[config.mk]
export PLATFORM = sky130hd
export DESIGN_NAME = branch_resolve_queue_flat
export DESIGN_NICKNAME = d
export VERILOG_FILES = /design/src/rtl/branch_resolve_queue_pkg.sv /design/src/rtl/branch_resolve_queue_if.sv /design/src/rtl/branch_resolve_queue_fifo.sv /design/src/rtl/branch_resolve_queue.sv /design/src/flat_wrapper.sv
export SDC_FILE = /design/constraint.sdc
export NUM_CORES = 1
export LEC_CHECK = 0
export BUFFER_PORTS_ARGS = -buffer_cell sky130_fd_sc_hd__buf_2
export CELL_PAD_IN_SITES_DETAIL_PLACEMENT = 1
export CELL_PAD_IN_SITES_GLOBAL_PLACEMENT = 2
export CORE_MARGIN = 4
export CORE_UTILIZATION = 29
export DETAILED_ROUTE_END_ITERATION = 6
export PLACE_DENSITY = 0.65
export SYNTH_ARGS = -nofsm -noshare
export SYNTH_HDL_FRONTEND = slang
export SYNTH_SLANG_ARGS = --single-unit
[constraint.sdc]
create_clock -name CLK -period 8.1 [get_ports CLK]
set_input_delay 0.405 -clock CLK [delete_from_list [all_inputs] [get_ports CLK]]
set_output_delay 0.405 -clock CLK [all_outputs]
set_load 0.02 [all_outputs]
[src/rtl/branch_resolve_queue_pkg.sv]
// rtl/branch_resolve_queue_pkg.sv - shared types and constants for the branch resolve queue
package branch_resolve_queue_pkg;

   // Update sequencer states; encoding is fixed so it can be decoded by other blocks
   typedef enum logic [1:0] {
      IDLE  = 2'd0,
      SETUP = 2'd1,
      PULSE = 2'd2
   } brq_state_t;

   // Predictor table index slice of a branch PC
   localparam int PC_IDX_HI = 11;
   localparam int PC_IDX_LO = 2;

   // One in-flight branch: where it is and which way it was predicted
   typedef struct packed {
      logic [31:0] pc;
      logic        pred;
   } brq_entry_t;

endpackage

[src/rtl/branch_resolve_queue_if.sv]
// rtl/branch_resolve_queue_if.sv - fetch/execute/predictor signal bundle for the branch resolve queue
interface branch_resolve_queue_if #(
   parameter int DEPTH = 8,
   parameter int CNT_W = 32
);
   logic                     PushValid;
   logic [31:0]              PushPC;
   logic                     PushPred;
   logic                     PushReady;
   logic                     ResValid;
   logic                     ResTaken;
   logic                     ResReady;
   logic                     Flush;
   logic                     UpdBranch;
   logic                     UpdTaken;
   logic [31:0]              UpdPC;
   logic                     Mispredict;
   logic                     Overflow;
   logic [$clog2(DEPTH):0]   Count;
   logic [CNT_W-1:0]         BranchCnt;
   logic [CNT_W-1:0]         MissCnt;

   // Environment side: fetch, execute and the predictor table
   modport master (
      output PushValid, PushPC, PushPred, ResValid, ResTaken, Flush,
      input  PushReady, ResReady, UpdBranch, UpdTaken, UpdPC,
             Mispredict, Overflow, Count, BranchCnt, MissCnt
   );

   // Queue side
   modport slave (
      input  PushValid, PushPC, PushPred, ResValid, ResTaken, Flush,
      output PushReady, ResReady, UpdBranch, UpdTaken, UpdPC,
             Mispredict, Overflow, Count, BranchCnt, MissCnt
   );
endinterface

[src/rtl/branch_resolve_queue_fifo.sv]
// rtl/branch_resolve_queue_fifo.sv - in-order entry storage with pointers and occupancy count
module brq_fifo
   import branch_resolve_queue_pkg::*;
#(
   parameter int DEPTH = 8,
   parameter int AW    = $clog2(DEPTH),
   parameter int CW    = AW + 1
) (
   input  logic          clk,
   input  logic          resetn,
   input  logic          flush,
   input  logic          push,
   input  brq_entry_t    push_entry,
   input  logic          pop,
   output brq_entry_t    head,
   output logic [CW-1:0] count
);
   // Caller guarantees push only when not full, pop only when not empty,
   // and neither in a flush cycle.
   brq_entry_t    mem [DEPTH];
   logic [AW-1:0] wr_ptr;
   logic [AW-1:0] rd_ptr;

   // Entry storage; contents are don't-care until written, so no reset
   always_ff @(posedge clk) begin
      if (push)
         mem[wr_ptr] <= push_entry;
   end

   // Pointers wrap naturally at the power-of-two depth; count alone decides full/empty
   always_ff @(posedge clk or negedge resetn) begin
      if (!resetn) begin
         wr_ptr <= '0;
         rd_ptr <= '0;
         count  <= '0;
      end else if (flush) begin
         wr_ptr <= '0;
         rd_ptr <= '0;
         count  <= '0;
      end else begin
         if (push)
            wr_ptr <= wr_ptr + AW'(1);
         if (pop)
            rd_ptr <= rd_ptr + AW'(1);
         if (push && !pop)
            count <= count + CW'(1);
         else if (pop && !push)
            count <= count - CW'(1);
      end
   end

   assign head = mem[rd_ptr];
endmodule

[src/rtl/branch_resolve_queue.sv]
// rtl/branch_resolve_queue.sv - queues predicted branches and sequences predictor updates on resolve
module branch_resolve_queue
   import branch_resolve_queue_pkg::*;
#(
   parameter int DEPTH = 8,
   parameter int CNT_W = 32
) (
   input  logic                    CLK,
   input  logic                    RESET,
   branch_resolve_queue_if.slave   bus
);
   localparam int CW = $clog2(DEPTH) + 1;
   localparam logic [CNT_W-1:0] CNT_ONE = CNT_W'(1);

   brq_state_t    state;
   brq_state_t    next_state;
   logic [CW-1:0] count;
   brq_entry_t    head;
   brq_entry_t    push_entry;
   logic          push_ready;
   logic          res_ready;
   logic          push_en;
   logic          pop_en;
   logic [31:0]   upd_pc;
   logic          upd_taken;
   logic          lat_pred;
   logic          upd_branch;
   logic          mispredict;
   logic          overflow;
   logic [CNT_W-1:0] branch_cnt;
   logic [CNT_W-1:0] miss_cnt;

   // Readiness is judged on the pre-pop count, so a full queue never takes a push
   assign push_ready = (count != CW'(DEPTH));
   assign res_ready  = (state == IDLE) && (count != '0) && !bus.Flush;
   assign push_en    = bus.PushValid && push_ready && !bus.Flush;
   assign pop_en     = bus.ResValid && res_ready;
   assign push_entry = '{pc: bus.PushPC, pred: bus.PushPred};

   brq_fifo #(.DEPTH(DEPTH)) u_fifo (
      .clk        (CLK),
      .resetn     (RESET),
      .flush      (bus.Flush),
      .push       (push_en),
      .push_entry (push_entry),
      .pop        (pop_en),
      .head       (head),
      .count      (count)
   );

   // Update sequencer state register; reset aborts any sequence in flight
   always_ff @(posedge CLK or negedge RESET) begin
      if (!RESET)
         state <= IDLE;
      else
         state <= next_state;
   end

   // Next state plus strobes decoded straight from state and latched outcome
   always_comb begin
      next_state = state;
      upd_branch = 1'b0;
      mispredict = 1'b0;
      case (state)
         IDLE:    if (pop_en) next_state = SETUP;
         SETUP: begin
            mispredict = (upd_taken != lat_pred);
            next_state = PULSE;
         end
         PULSE: begin
            upd_branch = 1'b1;
            next_state = IDLE;
         end
         default: next_state = IDLE;
      endcase
   end

   // Capture the resolved branch so Upd* are stable through SETUP and PULSE
   always_ff @(posedge CLK or negedge RESET) begin
      if (!RESET) begin
         upd_pc    <= '0;
         upd_taken <= 1'b0;
         lat_pred  <= 1'b0;
      end else if (pop_en) begin
         upd_pc    <= head.pc;
         upd_taken <= bus.ResTaken;
         lat_pred  <= head.pred;
      end
   end

   // Sticky record of any push dropped because the queue was full
   always_ff @(posedge CLK or negedge RESET) begin
      if (!RESET)
         overflow <= 1'b0;
      else if (bus.PushValid && !push_ready)
         overflow <= 1'b1;
   end

   // Saturating statistics, counted once per update in SETUP
   always_ff @(posedge CLK or negedge RESET) begin
      if (!RESET) begin
         branch_cnt <= '0;
         miss_cnt   <= '0;
      end else if (state == SETUP) begin
         if (branch_cnt != '1)
            branch_cnt <= branch_cnt + CNT_ONE;
         if (mispredict && miss_cnt != '1)
            miss_cnt <= miss_cnt + CNT_ONE;
      end
   end

   assign bus.PushReady  = push_ready;
   assign bus.ResReady   = res_ready;
   assign bus.UpdBranch  = upd_branch;
   assign bus.UpdTaken   = upd_taken;
   assign bus.UpdPC      = upd_pc;
   assign bus.Mispredict = mispredict;
   assign bus.Overflow   = overflow;
   assign bus.Count      = count;
   assign bus.BranchCnt  = branch_cnt;
   assign bus.MissCnt    = miss_cnt;
endmodule

[src/flat_wrapper.sv]
// flat-port wrapper written by rule: the top's interface ports become plain ports
module branch_resolve_queue_flat import branch_resolve_queue_pkg::*;
#(
   parameter int DEPTH = 8,
   parameter int CNT_W = 32
)
  (CLK, RESET, bus_PushValid, bus_PushPC, bus_PushPred, bus_ResValid, bus_ResTaken, bus_Flush, bus_PushReady, bus_ResReady, bus_UpdBranch, bus_UpdTaken, bus_UpdPC, bus_Mispredict, bus_Overflow, bus_Count, bus_BranchCnt, bus_MissCnt);
  branch_resolve_queue_if #(.DEPTH(DEPTH), .CNT_W(CNT_W)) bus_i ();
  input  logic CLK;
  input  logic RESET;
  input wire logic [$bits(bus_i.PushValid)-1:0] bus_PushValid;
  input wire logic [$bits(bus_i.PushPC)-1:0] bus_PushPC;
  input wire logic [$bits(bus_i.PushPred)-1:0] bus_PushPred;
  input wire logic [$bits(bus_i.ResValid)-1:0] bus_ResValid;
  input wire logic [$bits(bus_i.ResTaken)-1:0] bus_ResTaken;
  input wire logic [$bits(bus_i.Flush)-1:0] bus_Flush;
  output wire logic [$bits(bus_i.PushReady)-1:0] bus_PushReady;
  output wire logic [$bits(bus_i.ResReady)-1:0] bus_ResReady;
  output wire logic [$bits(bus_i.UpdBranch)-1:0] bus_UpdBranch;
  output wire logic [$bits(bus_i.UpdTaken)-1:0] bus_UpdTaken;
  output wire logic [$bits(bus_i.UpdPC)-1:0] bus_UpdPC;
  output wire logic [$bits(bus_i.Mispredict)-1:0] bus_Mispredict;
  output wire logic [$bits(bus_i.Overflow)-1:0] bus_Overflow;
  output wire logic [$bits(bus_i.Count)-1:0] bus_Count;
  output wire logic [$bits(bus_i.BranchCnt)-1:0] bus_BranchCnt;
  output wire logic [$bits(bus_i.MissCnt)-1:0] bus_MissCnt;
  assign bus_i.PushValid = bus_PushValid;
  assign bus_i.PushPC = bus_PushPC;
  assign bus_i.PushPred = bus_PushPred;
  assign bus_i.ResValid = bus_ResValid;
  assign bus_i.ResTaken = bus_ResTaken;
  assign bus_i.Flush = bus_Flush;
  assign bus_PushReady = bus_i.PushReady;
  assign bus_ResReady = bus_i.ResReady;
  assign bus_UpdBranch = bus_i.UpdBranch;
  assign bus_UpdTaken = bus_i.UpdTaken;
  assign bus_UpdPC = bus_i.UpdPC;
  assign bus_Mispredict = bus_i.Mispredict;
  assign bus_Overflow = bus_i.Overflow;
  assign bus_Count = bus_i.Count;
  assign bus_BranchCnt = bus_i.BranchCnt;
  assign bus_MissCnt = bus_i.MissCnt;
  branch_resolve_queue #(.DEPTH(DEPTH), .CNT_W(CNT_W)) u_core (.CLK(CLK), .RESET(RESET), .bus(bus_i));
endmodule
Yosys cells after proc, flatten, opt, wreduce, memory -nomap -nowiden
Memories as Yosys holds them, arrays and structs flattened. A register that Yosys moved wholly into a read port is not among the register bits.
Cells that the tools add are included.
W data, S select, Z words.
Word-level totals
  register bits: 78
  latch bits: 0
  RAM bits: 264
  memory bits (read-only): 0
  input bits: 39
  output and inout bits: 106
  logic and storage cells: 56
  memories kept: 1
Memories
  u_core.u_fifo.mem: words 8, bits a word 33, read ports 1, clocked after memory_dff 1, wr ports 1, RTL line branch_resolve_queue_fifo.sv:20  | brq_entry_t mem [DEPTH];
Operators by class
  $add $sub $neg: 6
  multiply operators: 0
  divide/modulo/power cells: 0
  magnitude comparators: 0
  eq/ne operators: 7
  shifts and indexed selects: 0
  muxes and demuxes: 13
  bitwise operators: 0
  reductions and logical operators: 21
Operators with widths (count)
  $add A32 B1 Y32 const B: 2
  $ne A32 B32 Y1 const B: 2
  $mux W3: 4
  $mux W4: 3
  $logic_and A1 B1 Y1: 9
  $add A3 B1 Y3 const B: 2
  $logic_not A1 Y1: 5
  $add A4 B1 Y4 const B: 1
  $mux W1: 4
  $ne A4 B4 Y1 const B: 1
  $pmux W2 S2: 1
  $reduce_and A2 Y1: 2
  $reduce_bool A2 Y1: 2
  $reduce_bool A4 Y1: 1
  $sub A4 B1 Y4 const B: 1
  $reduce_bool A3 Y1: 1
  $eq A2 B1 Y1 const B: 1
  $eq A2 B2 Y1 const B: 1
  $logic_not A2 Y1: 1
  $mux W2: 1
  $ne A2 B2 Y1 const B: 1
  $ne A1 B1 Y1: 1

Depth between registers and ports, before layout
Gate-level depths: netlist of run 1.
  depth in word-level cells: 8
  depth in mapped cells: 11
  mapped depth without buffers: 10

By module
A second synthesis of run 1 with hierarchy kept.
Unflattened totals
  cell total of the unflattened synthesis: 842
  area, all modules: 15336.0 µm²
By module, submodules not included
  brq_fifo: instances 1, cells each 450, area an instance 10692.8 µm², seq. area each 8177.8 µm²
  branch_resolve_queue: instances 1, cells each 392, area an instance 4643.2 µm², seq. area each 2527.4 µm²

Worst setup path before layout of run 1
Ideal clock, no wire load.
  path type: register to register
  from: register u_core.u_fifo.count[0]
  to: memory u_core.u_fifo.mem[0][0] in the netlist's numbering (enable)
  library setup time: 0.506 ns
  data arrival time: 4.474 ns
  required time: 7.594 ns
  slack: 3.120 ns
  stages on the path, launching flop included: 6
  buffers on the path: 1
  clock period less this slack: 4.980 ns
  cells stage by stage: dfrtp_1 > or4b_1 > buf_2 > nand2_4 > or2_2 > nor4_1
On the way
  cells in the longest elaborated chain, start to end: 5
Ends and longest elaborated chain
  start, declared: RTL line branch_resolve_queue_fifo.sv:16  | output logic [CW-1:0] count
  start signal, assigned: RTL line branch_resolve_queue_fifo.sv:46  | count <= count + CW'(1);
  start signal, assigned: RTL line branch_resolve_queue_fifo.sv:48  | count <= count - CW'(1);
  $ne A4 B4 Y1: RTL line branch_resolve_queue.sv:34  | assign push_ready = (count != CW'(DEPTH));
  via bus_PushReady: RTL line flat_wrapper.sv:17  | output wire logic [$bits(bus_i.PushReady)-1:0] bus_PushReady;
  $logic_and A1 B1 Y1 (2 in a row): RTL line branch_resolve_queue.sv:36  | assign push_en = bus.PushValid && push_ready && !bus.Flush;
  $mux W1: RTL line branch_resolve_queue_fifo.sv:26  | if (push)
  $mux W1 (not written as such): RTL line branch_resolve_queue_fifo.sv:27  | mem[wr_ptr] <= push_entry;
  end, declared: RTL line branch_resolve_queue_fifo.sv:20
The timed path passes the listed nets, and every way through them passes these cells.

Worst setup path after layout of run 1
  from: register u_core.u_fifo.count[0]
  to: register u_core.u_fifo.count[3]
On the way
  cells in the longest elaborated chain, start to end: 8
  elaborated cells between the ends (all ways): 17
  classes of those cells: add/sub (2); eq/ne (1); mux (3); reduce/logical (11)
Ends and longest elaborated chain
  parallel branches: the longest is 8 deep, another holds $sub A4 B1 Y4
Parallel ways; which one is timed is not known. The select of a mux whose other input is x is not followed.
A chain may end at the register's enable or synchronous reset.

==> results of run 1 <==
==> logic make-up (layout without fill, tap and decap cells) <==
logic type / count (synthesis) / after routing / synth area share
other cells: 0 / 1 / 0
xor+xnor: 65 / 65 / 0.03787
simple gates: 225 / 225 / 0.08405
compound gates: 57 / 57 / 0.02081
flops: 375 / 375 / 0.7121
mux: 104 / 104 / 0.1246
fa+ha+maj: 7 / 7 / 0.006325
buf+inv: 46 / 245 / 0.01431
==> worst register-to-register path: stages (launching register included) <==
cell	delay, ns
dfrtp_1	0.45
nor4_1	0.36
nand3b_1	0.16
buf_4	0.62
nand2_1	0.26
ha_1	0.34
a21o_1	0.16
a21oi_1	0.26
o21ai_0	0.11
or3_1	0.31
o211ai_1	0.08
==> where the power goes <==
group	switching (mW)	internal, mW
combinational	0.529	0.396
sequential	0.147	2.22
clock	0.774	1.18
==> final timing paths <==
check | slack, ns | to
max | 4.90 | u_core.u_fifo.count[3]
min | 0.12 | u_core.bus.UpdTaken
max reg2reg | 4.90 | u_core.u_fifo.count[3]
min reg2reg | 0.47 | u_core.bus.Overflow
max in group asynchronous | 6.28 | u_core.bus.UpdPC[28]
min in group asynchronous | 0.52 | u_core.bus.BranchCnt[16]
==> layer usage <==
metal  share of wire  routed length, um
met2            0.48              17170
met5          0.0019                 68
met4           0.017                602
met3           0.054               1950
met1            0.45              16080
==> sequential cells by signal, indices dropped and copies added, names as in the netlist <==
signal                cells
u_core.bus.BranchCnt     32
u_core.state              2
u_core.bus.MissCnt       32
u_core.u_fifo.rd_ptr      3
u_core.u_fifo.wr_ptr      3
u_core.bus.UpdPC         32
u_core.u_fifo.count       4
u_core.bus.Overflow       1
u_core.lat_pred           1
u_core.u_fifo.mem       264
u_core.bus.UpdTaken       1
==> area by class of cell <==
type                            count  area share
Antenna cell                        1   0.0001389
Clock buffer                       54     0.06422
Tap cell                          680     0.04721
Sequential cell                   375      0.5945
Multi-Input combinational cell    458      0.2310
Timing Repair Buffer              158     0.04610
Clock inverter                     24     0.01500
Inverter                            9    0.001874
==> timing repair <==
action                                 CTS  global route
endpoints found under the hold margin   50             0
hold buffers                             1             0
resized for setup                        0             0
==> cell usage after synthesis, drive strengths merged <==
cell type    n
edfxtp     264
dfrtp      111
nand2       70
mux4        66
o21ai       39
xnor2       39
mux2i       36
nand4       29
xor2        26
nor2        25
nand3       22
buf         20
clkbuf      17
nor3        16
and3        15
nor4        12
a21oi        9
inv          9
and4         8
and2         6
ha           6
nor2b        5
nand2b       4
nand3b       3
mux2         2
nor3b        2
o22ai        2
or2          2
or3          2
a211o        1
a211oi       1
a21o         1
a22oi        1
a31o         1
and4b        1
fa           1
nand4b       1
nor4b        1
o211ai       1
o21bai       1
or4b         1
==> impl_metrics.csv, run 1 <==
group,metric,value,unit
synthesis,synthTopCellsByArea,"edfxtp_1 (53%), dfrtp_1 (18%), mux4_2 (9.9%)",
layout,fin_area,18020,sq um
sta,fin_ws,4.900,ns
detailed_routing,avgRoutedWirePerCell,20.39,um
layout,multi_input_area,4163,sq um
sta,setup_violations,0,
synthesis,ys_seq_area_frac,0.7121,
clocking,worstSkewPairLatency,0.54,ns
die,core-area,51300,sq um
die,rows,83,
global_route,grt.met3_usage,0.03187,
die,fp.dieH,235.7,um
clocking,cts_tree,"built",
sta,report.final.slew_viol_count,0,
detailed_routing,vias,8254,
placed_design,hpwl,21550,um
global_route,grt_max_degree,74,
placed_design,dp_slack,4.841,ns
global_route,grt_pass1_vias,8992,
die,start_util,0.2931,
worst_setup_path,cpMaxStageDelayCell,"buf_4",
layout,num-nets-final,1090,
placed_design,postPlaceCellArea,16580,sq um
worst_setup_path,cp.arrival,3.66,ns
layout,seq_area,10710,sq um
worst_setup_path,start_kind,"flip-flop",
layout,utilization,0.3513,
synthesis,syn_area,15030,sq um
worst_setup_path,crit_family,"simple AND/OR/NAND/NOR gates",
die,ioPinCount,145,
clocking,cts_max_level,2,
detailed_routing,vias_per_cell,4.692,
sta,finalHoldViolCount,0,
synthesis,yosysWarningCount,0,
layout,drive_above_1_share,0.2959,
worst_setup_path,timing.rr.start,"u_core.u_fifo.count[0]",
synthesis,yosysTopAreaCell,"edfxtp_1",
worst_setup_path,worst_ep_required_time,8.56,ns
detailed_routing,dr.pass1.iters,4,
worst_setup_path,r2r_cells,10,
outcome,status,"finished clean",
global_route,grt_pass1_wl,55910,um
worst_setup_path,startpoint,"u_core.u_fifo.count[0]",
layout,syn2layout_area_growth,19.87,%
global_route,gr-max-usage-layer,"met2",
detailed_routing,ant_nets,0,
detailed_routing,drt_wl_total,35870,um
synthesis,synth_cell_type_count,52,
job,maxCapViolations,0,
clocking,cts.sinks,375,
sta,min_period,3.200,ns
detailed_routing,drt_first_iter_violations,494,
clocking,cts-root-buf,"clkbuf_16",
sta,fin_tns_setup,0,ns
worst_hold_path,hp-start,"bus_ResTaken",
layout,nFillCells,5272,
worst_setup_path,crit_fanout,73,
clocking,cts_made_buffers,42,
worst_setup_path,crit_buf_inv,1,
clocking,path_clk_slew,0.06,ns
pwr,ir_worst_vdd,0.1715,mV
die,fp.dieW,235.7,um
global_route,grt.met1_usage,0.1741,
placed_design,dpl.cell_count,1679,
pwr,power_per_cell_area,290.8,nW/um^2
placed_design,place_congestion,0.7159,
pwr,p_leak,6.666,nW
worst_hold_path,hold_path_depth,3,
sta,whs,0.1191,ns
synthesis,synth_top_area_share,0.5273,
global_route,grt_use_total,0.1280,
sta,slew_headroom,0.4478,
layout,stdcell_count,1759,
synthesis,synth-seq-cells,375,
worst_setup_path,critPathCaptureType,"flip-flop",
clocking,cts_setup_buffers,0,
synthesis,syn_avg_cell_area,17.10,sq um
pwr,p_total,5.241,mW
worst_setup_path,slowest_delay,0.62,ns
sta,fin_crit_sh,0.3951,
sta,rsz0062_at_grt,"false",
clocking,cts_max_path_buffers,3,
sta,fmax,312.5,MHz
layout,final_common_cell,"edfxtp_1",
synthesis,postSynthCellCount,879,
synthesis,syn-num-nets,925,
worst_hold_path,hold_class,"primary input to flip-flop",
sta,clock_skew,0.01427,ns
placed_design,port_buffers,144,
global_route,grt_util_met2,0.2099,
global_route,antenna_found_initial,7,
worst_setup_path,crit_type,"flip-flop to flip-flop",
worst_setup_path,cp_cell_sequence,"nor4_1 > nand3b_1 > buf_4 > nand2_1 > ha_1 > a21o_1 > a21oi_1 > o21ai_0 > or3_1 > o211ai_1",
layout,layout_common_cells,"edfxtp_1 (264), buf_2 (143), dfrtp_1 (108)",
global_route,grt.overflow.total,0,
die,die_area,55550,sq um
sta,worst_pin_slew,0.8284,ns
detailed_routing,drcViolationCount,0,
worst_setup_path,cp.depth,10,
(Power assumes the default switching activity.)
==> inputs of run 2 (changes only) <==
Settings changed: PLACE_DENSITY 0.65 to 0.67.
Clock period 8.1 ns to 2.65 ns, I/O delays scaled along.
==> run 2 against run 1 <==
  * Combinational power grew to 3.4 times the previous value
  * Via count grew 1.4%
  * Clock power rose to 3.0 times the previous value
  * Worst setup slack worse by 4.7 ns
  * Critical endpoint unchanged
  * Power grew to 3.1 times the previous value
  * Largest power group unchanged
  * Critical path depth is the same
  * Worst hold slack better by 0.013 ns
  * Fmax up 28%
  * Global-route usage up 0.26 points
  * Die area stayed put
  * Count of clock-buffer cells in the layout up 2
  * Sequential power increased to 3.0 times the previous value
==> impl_metrics.csv, run 2 (synthesis results as in run 1) <==
group,metric,value,unit
clocking,cts-root-buf,"clkbuf_16",
clocking,path_clk_slew,0.06,ns
detailed_routing,ant_nets,0,
clocking,worstSkewPairLatency,0.54,ns
layout,seq_area,10720,sq um
worst_hold_path,hold_class,"primary input to asynchronous set/reset pin",
worst_setup_path,r2r-end,"u_core.u_fifo.count[3]",
worst_setup_path,worst_ep_required_time,3.09,ns
die,fp.dieH,235.7,um
layout,top_register,"u_core.u_fifo.mem",
die,ioPinCount,145,
layout,drive_above_1_share,0.2972,
worst_setup_path,critPathCaptureType,"flip-flop",
die,start_util,0.2931,
sta,fmax,400.8,MHz
pwr,ir_worst_vdd,0.7132,mV
sta,setup_violations,0,
worst_setup_path,cpMaxStageDelayCell,"or4b_1",
worst_setup_path,start_kind,"flip-flop",
sta,worst_pin_slew,0.6919,ns
global_route,grt_pass1_wl,57030,um
layout,multi_input_area,4209,sq um
worst_setup_path,cp_cell_sequence,"or4b_1 > nand2_4 > nor2_1 > nand2_1 > ha_1 > a21o_1 > a21oi_2 > o21ai_0 > or3_1 > o211ai_1",
die,fp.dieW,235.7,um
layout,final_common_cell,"edfxtp_1",
worst_setup_path,reg2reg_slack,0.15,ns
sta,whs,0.1325,ns
pwr,p_leak,6.920,nW
clocking,cts_tree,"built",
die,rows,83,
worst_setup_path,cp.arrival,2.93,ns
detailed_routing,drt_first_iter_violations,496,
worst_setup_path,crit_type,"flip-flop to flip-flop",
layout,num-nets-final,1141,
worst_setup_path,crit_buf_inv,0,
layout,nFillCells,5265,
job,maxCapViolations,0,
clocking,cts_made_buffers,41,
worst_setup_path,cp.depth,10,
placed_design,place_congestion,0.7355,
outcome,status,"finished clean",
placed_design,port_buffers,144,
detailed_routing,vias,8373,
detailed_routing,drt_wl_total,36390,um
worst_setup_path,slowest_delay,0.59,ns
detailed_routing,dr.pass1.iters,4,
worst_setup_path,crit_end,"u_core.u_fifo.count[3]",
placed_design,hpwl,23230,um
layout,syn2layout_area_growth,24.41,%
sta,min_period,2.495,ns
die,die_area,55550,sq um
detailed_routing,vias_per_cell,4.631,
worst_setup_path,r2r_cells,10,
detailed_routing,avgRoutedWirePerCell,20.13,um
clocking,cts_max_path_buffers,3,
pwr,power_per_cell_area,865.4,nW/um^2
sta,clock_skew,0.02296,ns
clocking,cts.sinks,375,
sta,report.final.slew_viol_count,0,
global_route,grt_max_degree,56,
worst_setup_path,crit_fanout,6,
clocking,cts_max_level,2,
sta,slew_headroom,0.5372,
layout,layout_common_cells,"edfxtp_1 (264), buf_2 (143), dfrtp_1 (105)",
global_route,antenna_found_initial,1,
sta,finalHoldViolCount,0,
worst_setup_path,startpoint,"u_core.u_fifo.count[1]",
worst_setup_path,crit_family,"simple AND/OR/NAND/NOR gates",
worst_setup_path,timing.rr.start,"u_core.u_fifo.count[1]",
global_route,grt_pass1_vias,9088,
clocking,cts_setup_buffers,0,
die,core-area,51300,sq um
global_route,grt_use_total,0.1306,
sta,fin_crit_sh,0.9416,
global_route,grt.overflow.total,0,
layout,largest_reg_flops,264,
pwr,p_total,16.19,mW
detailed_routing,drcViolationCount,0,
-- run 2: changes by cell type in the layout (fill, tap and decap cells not counted), sizes merged --
cell	before	now
buf	157	173
clkbuf	54	56
clkinv	15	12
dlygate4sd3	1	37
inv	12	10
-- run 2: repair_timing --
action / in CTS / in global routing
hold endpoints to repair: 305 / 0
hold buffers: 37 / 0
gates resized for setup: 0 / 2
endpoints found under the setup margin: 0 / 1
-- run 2: how the worst min path moves through the flow --
stage	endpoint	depth (start not counted)	from
floorplan	u_core.bus.BranchCnt[0]	0	RESET
global placement	u_core.bus.BranchCnt[8]	1	RESET
detailed placement	u_core.bus.BranchCnt[10]	1	RESET
CTS	u_core.state[0]	2	RESET
global route	u_core.bus.BranchCnt[13]	2	RESET
finish	u_core.bus.BranchCnt[8]	2	RESET
-- run 2: power breakdown --
part	internal (mW)	switching, mW	leakage, nW
clock network	3.60	2.31	0.690
registers	6.78	0.334	3.85
logic	1.36	1.81	2.38
-- run 2: stage by stage --
step                  util  setup WS (ns)    TNS, ns  instance area (sq um)  cells
detailed placement  0.3295        0.08968          0                  16910   1695
global placement    0.3295         0.1156          0                  16910   1695
floorplan                -        -0.3219     -66.09                  15080    879
CTS                 0.3643        0.06526          0                  18690   1807
global route        0.3646      -0.005951  -0.005951                  18700   1808
finish              0.3646         0.1547          0                  18700   1808
-- run 2: cell type report --
cell class                      count  share of cell area
Timing Repair Buffer              210             0.07880
Tap cell                          680             0.04549
Inverter                            9            0.001806
Antenna cell                        1           0.0001338
Clock buffer                       56             0.06275
Clock inverter                     19             0.01298
Multi-Input combinational cell    458              0.2250
Sequential cell                   375              0.5730
-- run 2: metal layers --
metal / share of wire / GRT usage / wire length, um / up-vias
met4: 0.015 / 0.02438 / 539 / 0
met2: 0.48 / 0.2173 / 17490 / 175
li1: - / - / - / 3839
met5: 0 / 0 / 0 / -
met3: 0.040 / 0.02659 / 1471 / 44
met1: 0.46 / 0.1800 / 16880 / 4315
==> inputs of run 3 (changes only) <==
Settings changed: BUFFER_PORTS_ARGS -buffer_cell sky130_fd_sc_hd__buf_2 to -buffer_cell sky130_fd_sc_hd__clkbuf_2.
==> run 3 against run 2 <==
  * Final cell count up 0.17%
  * Sequential power grew 1%
  * Critical path depth unchanged
  * Count of clock-buffer cells in the layout grew 1
  * Largest power group unchanged
  * Fmax is 1.9% higher
  * First-iteration DRC count down 6.7%
  * Clock power is 3% lower
  * Routed wire length about the same
  * Worst setup slack better by 0.046 ns
  * Cell area is 0.31% lower
  * Core utilization decreased by 0.11 points
  * Non-clock buffer count up 1
==> impl_metrics.csv, run 3 (synthesis results as in run 1) <==
group,metric,value,unit
outcome,status,"finished clean",
sta,worst_pin_slew,0.5981,ns
die,start_util,0.2931,
layout,largest_reg_flops,264,
sta,setup_violations,0,
detailed_routing,drcViolationCount,0,
clocking,cts.sinks,375,
worst_setup_path,critPathCaptureType,"flip-flop",
detailed_routing,m1WireLength,16840,um
detailed_routing,dr_wl_met2,17190,um
clocking,path_clk_slew,0.06,ns
worst_setup_path,cpMaxStageDelayCell,"or4b_4",
worst_hold_path,hold_class,"primary input to asynchronous set/reset pin",
detailed_routing,wl_met3,1748,um
job,maxCapViolations,0,
layout,layout_common_cells,"edfxtp_1 (264), clkbuf_2 (143), dfrtp_1 (105)",
sta,fin_ws,0.2003,ns
die,fp.dieH,235.7,um
global_route,grt_max_degree,57,
worst_setup_path,start_kind,"flip-flop",
sta,report.final.slew_viol_count,0,
die,ioPinCount,145,
clocking,cts-root-buf,"clkbuf_16",
placed_design,place_congestion,0.7500,
detailed_routing,avgRoutedWirePerCell,20.10,um
clocking,cts_tree,"built",
detailed_routing,vias_per_cell,4.672,
die,die_area,55550,sq um
global_route,grt.overflow.total,0,
die,rows,83,
global_route,grt_pass1_wl,56940,um
detailed_routing,dr.pass1.iters,5,
pwr,p_leak,6.861,nW
layout,num-nets-final,1142,
sta,min_period,2.450,ns
global_route,grt_pass1_vias,9152,
detailed_routing,ant_nets,0,
sta,fin_crit_sh,0.9244,
clocking,cts_max_level,2,
clocking,worstSkewPairLatency,0.54,ns
placed_design,dpl.cell_count,1696,
detailed_routing,vias,8461,
placed_design,hpwl,22890,um
global_route,grt_use_total,0.1306,
sta,whs,0.04639,ns
sta,slew_headroom,0.6013,
worst_setup_path,cp_cell_sequence,"or4b_4 > nand2_4 > nor2_1 > nand2_1 > ha_1 > a21o_1 > a21oi_2 > o21ai_0 > or3_1 > o211ai_1",
placed_design,dp_slack,0.07963,ns
pwr,power_per_cell_area,862.5,nW/um^2
detailed_routing,drt_first_iter_violations,463,
placed_design,port_buffers,144,
sta,rsz0062_at_grt,"false",
layout,nFillCells,5246,
worst_setup_path,cp.arrival,2.90,ns
global_route,antenna_found_initial,2,
placed_design,postPlaceCellArea,16870,sq um
clocking,cts_setup_buffers,0,
layout,fin_area,18650,sq um
layout,final_common_cell,"edfxtp_1",
sta,fin_tns_setup,0,ns
layout,syn2layout_area_growth,24.02,%
die,core-area,51300,sq um
worst_setup_path,worst_ep_required_time,3.10,ns
layout,drive_above_1_share,0.3012,
layout,utilization,0.3634,
detailed_routing,drt_wl_total,36410,um
pwr,p_total,16.08,mW
detailed_routing,maxUsedRoutingLayer,"met4",
sta,fmax,408.2,MHz
worst_setup_path,crit_type,"flip-flop to flip-flop",
clocking,cts_made_buffers,41,
die,fp.dieW,235.7,um
sta,finalHoldViolCount,0,
pwr,ir_worst_vdd,0.5455,mV
clocking,cts_max_path_buffers,3,
layout,stdcell_count,1811,
worst_setup_path,crit_fanout,6,
layout,top_register,"u_core.u_fifo.mem",
sta,clock_skew,0.01080,ns
worst_setup_path,slowest_delay,0.55,ns
==> run 3: worst max-delay path: cells and delay by family (launching register included) <==
family                     cells  cell delay, ns
adders and majority gates      1            0.24
AOI/OAI and AO/OA              4            0.54
DFF                            1            0.45
and+or+nand+nor                5            1.13
==> run 3: layer usage <==
layer | vias up | track usage
met2 | 186 | 0.2099
met4 | 0 | 0.02830
li1 | 3844 | -
met3 | 45 | 0.02835
met5 | - | 0
met1 | 4386 | 0.1837
==> run 3: layout make-up <==
type	count	area, sq um	share of cell area
antenna	2	5.005	0.0002684
clock buffer	57	1187	0.06368
clock inverter	19	190.2	0.01020
inverter	9	33.78	0.001812
multi-input combinational	458	4213	0.2259
sequential	375	10720	0.5748
tap	680	850.8	0.04563
timing repair buffer	211	1448	0.07764
==> run 3: path summary, 6_finish.rpt <==
| check | from | endpoint | slack, ns | depth (start not counted) |
|---|---|---|---|---|
| worst max register to register | u_core.u_fifo.count[1] | u_core.u_fifo.count[3] | 0.20 | 10 |
| worst max-delay path | u_core.u_fifo.count[1] | u_core.u_fifo.count[3] | 0.20 | 10 |
| worst min-delay path | RESET | u_core.bus.BranchCnt[14] | 0.05 | 2 |
| min in group CLK | bus_ResValid | u_core.bus.UpdPC[18] | 0.23 | 4 |
| worst min register to register | u_core.bus.Overflow | u_core.bus.Overflow | 0.48 | 1 |
| max in group asynchronous | RESET | u_core.bus.UpdPC[29] | 1.91 | 3 |
==> run 3: report_power, final <==
group / switching [mW] / internal (mW)
registers: 0.412 / 6.78
logic: 1.76 / 1.37
clock network: 2.32 / 3.44
total: 4.49 / 11.6
==> run 3: what timing repair did <==
item | CTS | global route
endpoints found under the hold margin | 382 | 0
setup endpoints to repair | 0 | 5
hold buffers | 37 | 0
gates resized for setup | 0 | 4
